$ cat config.mk
export PLATFORM = sky130hd
export DESIGN_NAME = keypad_scanner
export DESIGN_NICKNAME = d
export VERILOG_FILES = /design/src/rtl/keypad_pkg.sv /design/src/rtl/keypad_row_driver.sv /design/src/rtl/keypad_scanner.sv
export SDC_FILE = /design/constraint.sdc
export NUM_CORES = 1
export LEC_CHECK = 0
export ABC_CLOCK_PERIOD_IN_PS = 3640
export BUFFER_PORTS_ARGS = -buffer_cell sky130_fd_sc_hd__buf_4
export CORE_ASPECT_RATIO = 0.6
export CORE_UTILIZATION = 35
export DETAILED_ROUTE_END_ITERATION = 10
export GPL_ROUTABILITY_DRIVEN = 0
export GPL_TIMING_DRIVEN = 0
export SLEW_MARGIN = 0
export SYNTH_ARGS = -nofsm -noshare
export SYNTH_HDL_FRONTEND = slang
export SYNTH_HIERARCHICAL = 1
export SYNTH_SLANG_ARGS = --single-unit
export TNS_END_PERCENT = 10
$ cat constraint.sdc
create_clock -name clock -period 3.64 [get_ports clock]
set_input_delay 0.182 -clock clock [delete_from_list [all_inputs] [get_ports clock]]
set_output_delay 0.182 -clock clock [all_outputs]
set_load 0.05 [all_outputs]
$ cat src/rtl/keypad_pkg.sv
// Shared types and key map for the 4x3 microwave keypad scanner.
// Key codes, frame classes, debounce FSM states and the row/col to code lookup.
package keypad_pkg;

  localparam logic [3:0] KEY_0      = 4'h0;
  localparam logic [3:0] KEY_1      = 4'h1;
  localparam logic [3:0] KEY_2      = 4'h2;
  localparam logic [3:0] KEY_3      = 4'h3;
  localparam logic [3:0] KEY_4      = 4'h4;
  localparam logic [3:0] KEY_5      = 4'h5;
  localparam logic [3:0] KEY_6      = 4'h6;
  localparam logic [3:0] KEY_7      = 4'h7;
  localparam logic [3:0] KEY_8      = 4'h8;
  localparam logic [3:0] KEY_9      = 4'h9;
  localparam logic [3:0] KEY_CANCEL = 4'hA;
  localparam logic [3:0] KEY_START  = 4'hB;

  typedef enum logic [1:0] {NONE, SINGLE, MULTI} frame_class_t;

  typedef enum logic [1:0] {IDLE, DEBOUNCE, PRESSED, RELEASE} key_state_t;

  function automatic logic [3:0] key_map(input logic [1:0] row, input logic [1:0] col);
    logic [3:0] code;
    case ({row, col})
      4'b00_00: code = KEY_1;
      4'b00_01: code = KEY_2;
      4'b00_10: code = KEY_3;
      4'b01_00: code = KEY_4;
      4'b01_01: code = KEY_5;
      4'b01_10: code = KEY_6;
      4'b10_00: code = KEY_7;
      4'b10_01: code = KEY_8;
      4'b10_10: code = KEY_9;
      4'b11_00: code = KEY_CANCEL;
      4'b11_01: code = KEY_0;
      4'b11_10: code = KEY_START;
      default:  code = KEY_0;
    endcase
    return code;
  endfunction

endpackage

$ cat src/rtl/keypad_row_driver.sv
// Row scan timing: holds each row low for SCAN_DIV cycles and flags the
// column sample point (last slot cycle) and the end of a full frame.
module keypad_row_driver #(
  parameter int ROWS     = 4,
  parameter int SCAN_DIV = 1000
) (
  input  logic                    clock,
  input  logic                    reset_n,
  output logic [ROWS-1:0]         row_n,
  output logic [$clog2(ROWS)-1:0] row_idx,
  output logic                    sample_strobe,
  output logic                    frame_end
);

  localparam int                SLOT_W    = $clog2(SCAN_DIV);
  localparam int                ROW_W     = $clog2(ROWS);
  localparam logic [SLOT_W-1:0] SLOT_LAST = SLOT_W'(SCAN_DIV - 1);
  localparam logic [ROW_W-1:0]  ROW_LAST  = ROW_W'(ROWS - 1);

  logic              running;
  logic [SLOT_W-1:0] slot_cnt;

  // running keeps all rows released while in reset; row 0 goes low on the
  // first clock after reset_n rises.
  always_ff @(posedge clock or negedge reset_n) begin
    if (!reset_n) begin
      running  <= 1'b0;
      slot_cnt <= '0;
      row_idx  <= '0;
    end else begin
      // NOTE: non-blocking assignments here so every register samples the
      // pre-edge values; blocking ones would make order-dependent logic.
      running <= 1'b1;
      if (running) begin
        if (slot_cnt == SLOT_LAST) begin
          slot_cnt <= '0;
          row_idx  <= (row_idx == ROW_LAST) ? '0 : row_idx + ROW_W'(1);
        end else begin
          slot_cnt <= slot_cnt + SLOT_W'(1);
        end
      end
    end
  end

  assign sample_strobe = running && (slot_cnt == SLOT_LAST);
  assign frame_end     = sample_strobe && (row_idx == ROW_LAST);

  always_comb begin
    row_n = '1;
    if (running) row_n[row_idx] = 1'b0;
  end

endmodule

$ cat src/rtl/keypad_scanner.sv
// Scanned 4x3 keypad front end: synchronizes columns, classifies each frame
// and debounces presses/releases over whole frames into one key event.
module keypad_scanner
  import keypad_pkg::*;
#(
  parameter int ROWS           = 4,
  parameter int COLS           = 3,
  parameter int SCAN_DIV       = 1000,
  parameter int DEBOUNCE_SCANS = 4
) (
  input  logic            clock,
  input  logic            reset_n,
  input  logic [COLS-1:0] col_n,
  output logic [ROWS-1:0] row_n,
  output logic [3:0]      key_code,
  output logic            key_valid,
  output logic            key_held
);

  localparam int               ROW_W   = $clog2(ROWS);
  localparam int               CNT_W   = $clog2(DEBOUNCE_SCANS + 1);
  localparam logic [CNT_W-1:0] CNT_ONE = CNT_W'(1);
  localparam logic [CNT_W-1:0] CNT_MAX = CNT_W'(DEBOUNCE_SCANS);

  logic [ROW_W-1:0] row_idx;
  logic             sample_strobe;
  logic             frame_end;

  keypad_row_driver #(
    .ROWS     (ROWS),
    .SCAN_DIV (SCAN_DIV)
  ) u_row_driver (
    .clock         (clock),
    .reset_n       (reset_n),
    .row_n         (row_n),
    .row_idx       (row_idx),
    .sample_strobe (sample_strobe),
    .frame_end     (frame_end)
  );

  // Idle columns are pulled up, so the synchronizer resets to all ones.
  logic [COLS-1:0] col_meta, col_sync;

  always_ff @(posedge clock or negedge reset_n) begin
    if (!reset_n) begin
      col_meta <= '1;
      col_sync <= '1;
    end else begin
      col_meta <= col_n;
      col_sync <= col_meta;
    end
  end

  // Hit counts saturate at 2: beyond that only "more than one" matters.
  logic [1:0]   row_hits, acc_hits, frame_hits;
  logic [3:0]   row_code, acc_code, frame_code;
  logic [2:0]   total_hits;
  frame_class_t frame_class;

  always_comb begin
    // NOTE: every output of a combinational block gets a default first;
    // a path that leaves one unassigned would infer a latch.
    row_hits = 2'd0;
    row_code = KEY_0;
    for (int c = COLS - 1; c >= 0; c--) begin
      if (!col_sync[c]) begin
        if (row_hits != 2'd2) row_hits = row_hits + 2'd1;
        row_code = key_map(2'(row_idx), 2'(c));
      end
    end

    total_hits = {1'b0, acc_hits} + {1'b0, row_hits};
    frame_hits = (total_hits >= 3'd2) ? 2'd2 : total_hits[1:0];
    frame_code = (acc_hits == 2'd0) ? row_code : acc_code;
    case (frame_hits)
      2'd0:    frame_class = NONE;
      2'd1:    frame_class = SINGLE;
      default: frame_class = MULTI;
    endcase
  end

  always_ff @(posedge clock or negedge reset_n) begin
    if (!reset_n) begin
      acc_hits <= 2'd0;
      acc_code <= KEY_0;
    end else if (frame_end) begin
      acc_hits <= 2'd0;
      acc_code <= KEY_0;
    end else if (sample_strobe) begin
      acc_hits <= frame_hits;
      acc_code <= frame_code;
    end
  end

  key_state_t       state, state_d;
  logic [CNT_W-1:0] cnt, cnt_d, cnt_inc;
  logic [3:0]       cand, cand_d, code_d;
  logic             valid_d, held_d;

  assign cnt_inc = cnt + CNT_W'(1);

  always_ff @(posedge clock or negedge reset_n) begin
    if (!reset_n) begin
      state     <= IDLE;
      cnt       <= '0;
      cand      <= KEY_0;
      key_code  <= KEY_0;
      key_valid <= 1'b0;
      key_held  <= 1'b0;
    end else begin
      state     <= state_d;
      cnt       <= cnt_d;
      cand      <= cand_d;
      key_code  <= code_d;
      key_valid <= valid_d;
      key_held  <= held_d;
    end
  end

  always_comb begin
    state_d = state;
    cnt_d   = cnt;
    cand_d  = cand;
    code_d  = key_code;
    valid_d = 1'b0;
    held_d  = key_held;

    if (frame_end) begin
      case (state)
        IDLE: begin
          if (frame_class == SINGLE) begin
            cand_d = frame_code;
            if (DEBOUNCE_SCANS == 1) begin
              code_d  = frame_code;
              valid_d = 1'b1;
              held_d  = 1'b1;
              cnt_d   = '0;
              state_d = PRESSED;
            end else begin
              cnt_d   = CNT_ONE;
              state_d = DEBOUNCE;
            end
          end
        end
        DEBOUNCE: begin
          if (frame_class == SINGLE && frame_code == cand) begin
            if (cnt_inc == CNT_MAX) begin
              code_d  = cand;
              valid_d = 1'b1;
              held_d  = 1'b1;
              cnt_d   = '0;
              state_d = PRESSED;
            end else begin
              cnt_d = cnt_inc;
            end
          end else begin
            cnt_d   = '0;
            state_d = IDLE;
          end
        end
        PRESSED: begin
          // Other keys while held are ignored: no rollover, no second event.
          if (frame_class == NONE) begin
            if (DEBOUNCE_SCANS == 1) begin
              held_d  = 1'b0;
              cnt_d   = '0;
              state_d = IDLE;
            end else begin
              cnt_d   = CNT_ONE;
              state_d = RELEASE;
            end
          end
        end
        RELEASE: begin
          if (frame_class == NONE) begin
            if (cnt_inc == CNT_MAX) begin
              held_d  = 1'b0;
              cnt_d   = '0;
              state_d = IDLE;
            end else begin
              cnt_d = cnt_inc;
            end
          end else begin
            cnt_d   = '0;
            state_d = PRESSED;
          end
        end
        default: begin
          cnt_d   = '0;
          state_d = IDLE;
        end
      endcase
    end
  end

endmodule

==> impl_results.md <==
* Post-synth ARST share at 100.0%
* Sequential share of the synthesized area at a little over two fifths
* Clock network power share at 32.1%
* Largest cells by area after synthesis: dfrtp_1 (37%), ha_1 (9.7%), dfstp_2 (6.8%), mux2_2 (3.4%), nand2_1 (3.1%)
* YS warnings at 6
* Buf/Inv on CP at 2
* Via Count at between 1500 and 2000
* Post-DR vias/cell at between 5 and 6
* Antenna-violating nets left at 0
* I/O pin count at 15
* Most common cell after layout, fill and taps aside: dfrtp_1
* Fin crit share at roughly 90%
* Final hold vios at 0
* # rows at 22
* Fill count at 592
* WL final at approximately 4.5 mm
* Rel. slew slack at between 30 and 40%
* Core Area at approximately 0.0062 mm²
* CP top delay family: adder cells
* Die Area at 0.006950 mm²
* Final Power at 0.0009174 W
* Switching Fraction at about 28%
* Mapped Nets at roughly 250
* Worst skew pair latency at just under 0.3 ns
* Layout cell share with drive strength beyond 1 at 19.76%
* Worst r2r src: col_sync[1]
* Top cell type's share of synthesized area at around 37%
* CTS buffer count at 5
* Post-cts repair resize count at 0
* Worst slew pin tran at around 1.0 ns
* Final Slew Violations at 0
* Maximum VDD drop at around 0.00016 V
* Top FF cell, synth: dfrtp_1
* Status: completed
* Iter 0 DRT Violations at 73
* R2r setup slk at 0.35 ns
* WHS Endpoint: col_sync[1]
* Logic gate share of total power at 11.2%
* Most frequent cells in the layout: dfrtp_1 (34), nand2_1 (19), ha_1 (18)
* #FFs+latches synth at 40
* Root buffer cell: clkbuf_8
* DP HPWL at between 3 and 4 mm
* # port buffers at 14
* Syn Inst Count at approximately 230
* Initial antenna violation count at 0
* Sequential power share at a little under three fifths
* GRT Util Overall at 14.64%
* Die height at approximately 65 µm
* Inserted Diodes at 0
* CP Cell Sequence: inv_1 > ha_1 > mux2_2 > ha_1 > inv_1 > fa_1 > nand3_1 > nor4_1 > mux2_2
* Area growth syn-to-layout at 14.60%
* Area leader, netlist: dfrtp_1
* Clock-pin slew on the worst setup and hold paths at around 0.080 ns
* Reg2Reg Capture Point: cand[3]
* Mean Syn Cell Area at between 10 and 15 µm²
* Unique masters post-synth at 53
* First-pass GRT wire length at just under 8 mm
* Net load switching power at between 0.0002 and 0.0003 W
* P_int at between 0.0006 and 0.0007 W
* Crit-path slowest cell: nor4_1
* Htree depth at 2
* Clock Sinks at 40
* Hold_sp: col_meta[1]
* Max_cap viols at 0
* PD cells at 346.0 mW/mm²
* WL/cell at 13.27 µm
* Final #Nets at roughly 280
* Setup CP Type: flop to flop
* WP data required at roughly 3.8 ns
* Leak pwr at between 1 and 1.5 nW
* Largest net degree at the start of global routing at just over 40
* Post-synth EDFFs at 0
* Number of global-route vias before repair at roughly 1600
* Unrepaired setup endpoints after global routing: no
* Max Freq at 303.7 MHz
* Total gr overflow at 0
* Drt pass-1 iters at 5
* Largest stage delay, worst path at between 0.7 and 0.8 ns
* Longest Clk Path Bufs at 2
* Final setup vio count at 0
* Min Tclk post-route at between 3 and 4 ns
* Critical path arrival at around 3.5 ns
* Worst hold path class: flop to flop
* Crit end category: flop
* CTS tree: done
* Worst reg2reg path depth at 9
* Initial cell density of the core at a little under two fifths
* Mapped cell area at 0.002313 mm²
* Drt drc at 0
* Hold path cells at 0
* Final setup TNS at 0 ns
* Die width at between 100 and 150 µm
* Post-Route Skew at 0.01060 ns
* Startpoint Class: flop
* Crit-path max FO at 10
## logic make-up (layout without fill, tap and decap cells)
family,Yosys count,after routing,share of synthesized area [%]
and+or+nand+nor,77,77,18.82
AOI/OAI and AO/OA,49,49,14.06
DFF,40,40,43.59
buffers and inverters,20,46,3.353
adders and majority gates,19,19,10.60
muxes,12,12,6.004
xor gates and xnor gates,9,9,3.407
other,1,1,0.1621
## per-layer routing
metal / global-route usage, % / wire length (µm) / vias up
met5: 0 / 0 / -
met1: 22.60 / 2535 / 823
met4: 4.110 / 34 / 0
met3: 3.622 / 152 / 5
met2: 19.68 / 1749 / 27
li1: - / - / 854
## final cells by class
class	count	area, µm²	area share [%]
sequential	40	1008	38.04
clock buffer	5	68.82	2.596
multi-input combinational	167	1227	46.30
clock inverter	3	18.77	0.7079
inverter	16	60.06	2.265
tap	84	105.1	3.964
buffer	4	17.52	0.6607
timing repair buffer	18	145.1	5.474
## worst max-delay path by stage
stage                           start           to  slack [ns]  cells after the start
after floorplan           col_sync[1]  key_code[0]        0.75                     12
after global routing      col_sync[1]      cand[2]        0.10                      9
final                     col_sync[1]      cand[3]        0.35                      9
after detailed placement  col_sync[1]      cand[3]        0.32                      9
after global placement    col_sync[1]      cand[3]        0.38                      9
after CTS                 col_sync[1]      cand[3]        0.31                      9
## registers in the layout (all words and copies together), names as in the netlist
signal and count:
acc_hits 2, col_meta 3, key_code 4, key_valid 1, u_row_driver/running 1, acc_code 4
state 2, u_row_driver/row_idx 2, key_held 1, u_row_driver/slot_cnt 10, cand 4, col_sync 3
cnt 3
## worst reg2reg max path, cell delays in order, from the launching register on
cell     delay (ns)
dfstp_2        0.63
inv_1          0.07
ha_1           0.27
mux2_2         0.14
ha_1           0.13
inv_1          0.05
fa_1           0.56
nand3_1        0.12
nor4_1         0.79
mux2_2         0.42
## cells in the mapped netlist (all sizes together) (2+ instances only)
| library cell | n |
|---|---|
| nand2b | 3 |
| nor3 | 6 |
| nor4 | 2 |
| nand4 | 7 |
| nand2 | 19 |
| ha | 18 |
| inv | 16 |
| or3 | 4 |
| buf | 2 |
| o311ai | 2 |
| xnor2 | 4 |
| or3b | 3 |
| clkbuf | 2 |
| xor2 | 5 |
| dfrtp | 34 |
| nor2 | 18 |
| nand3 | 3 |
| mux2 | 9 |
| o21a | 2 |
| a21oi | 14 |
| o31ai | 6 |
| a311oi | 3 |
| dfstp | 6 |
| nor3b | 3 |
| a31oi | 4 |
| o21ai | 13 |
| and2 | 2 |
| mux2i | 3 |
## power by group through the flow
stage                     clock, W  combinational, W  sequential (W)
after floorplan                  0         0.0000753        0.000516
after global placement           0         0.0000978        0.000526
after detailed placement         0          0.000101        0.000525
after CTS                 0.000306          0.000104        0.000518
after global routing      0.000331          0.000120        0.000526
final                     0.000295          0.000103        0.000520
## timing repair
action / in CTS / in global routing
hold buffers: 4 / 0
hold endpoints to repair: 37 / 0
buffers inserted: 0 / 0
## per-stage QoR
stage	hold slack (ns)	instance area [µm²]	std cells	setup WS, ns	util, %
floorplan	-0.1136	2313	227	0.7530	-
global placement	0.1949	2524	325	0.3821	40.39
detailed placement	0.1968	2524	325	0.3173	40.39
CTS	0.3602	2651	337	0.3093	42.43
global route	0.3627	2651	337	0.1018	42.43
finish	0.3590	2651	337	0.3474	42.43
Note: power is estimated with default switching activity, not from simulation.
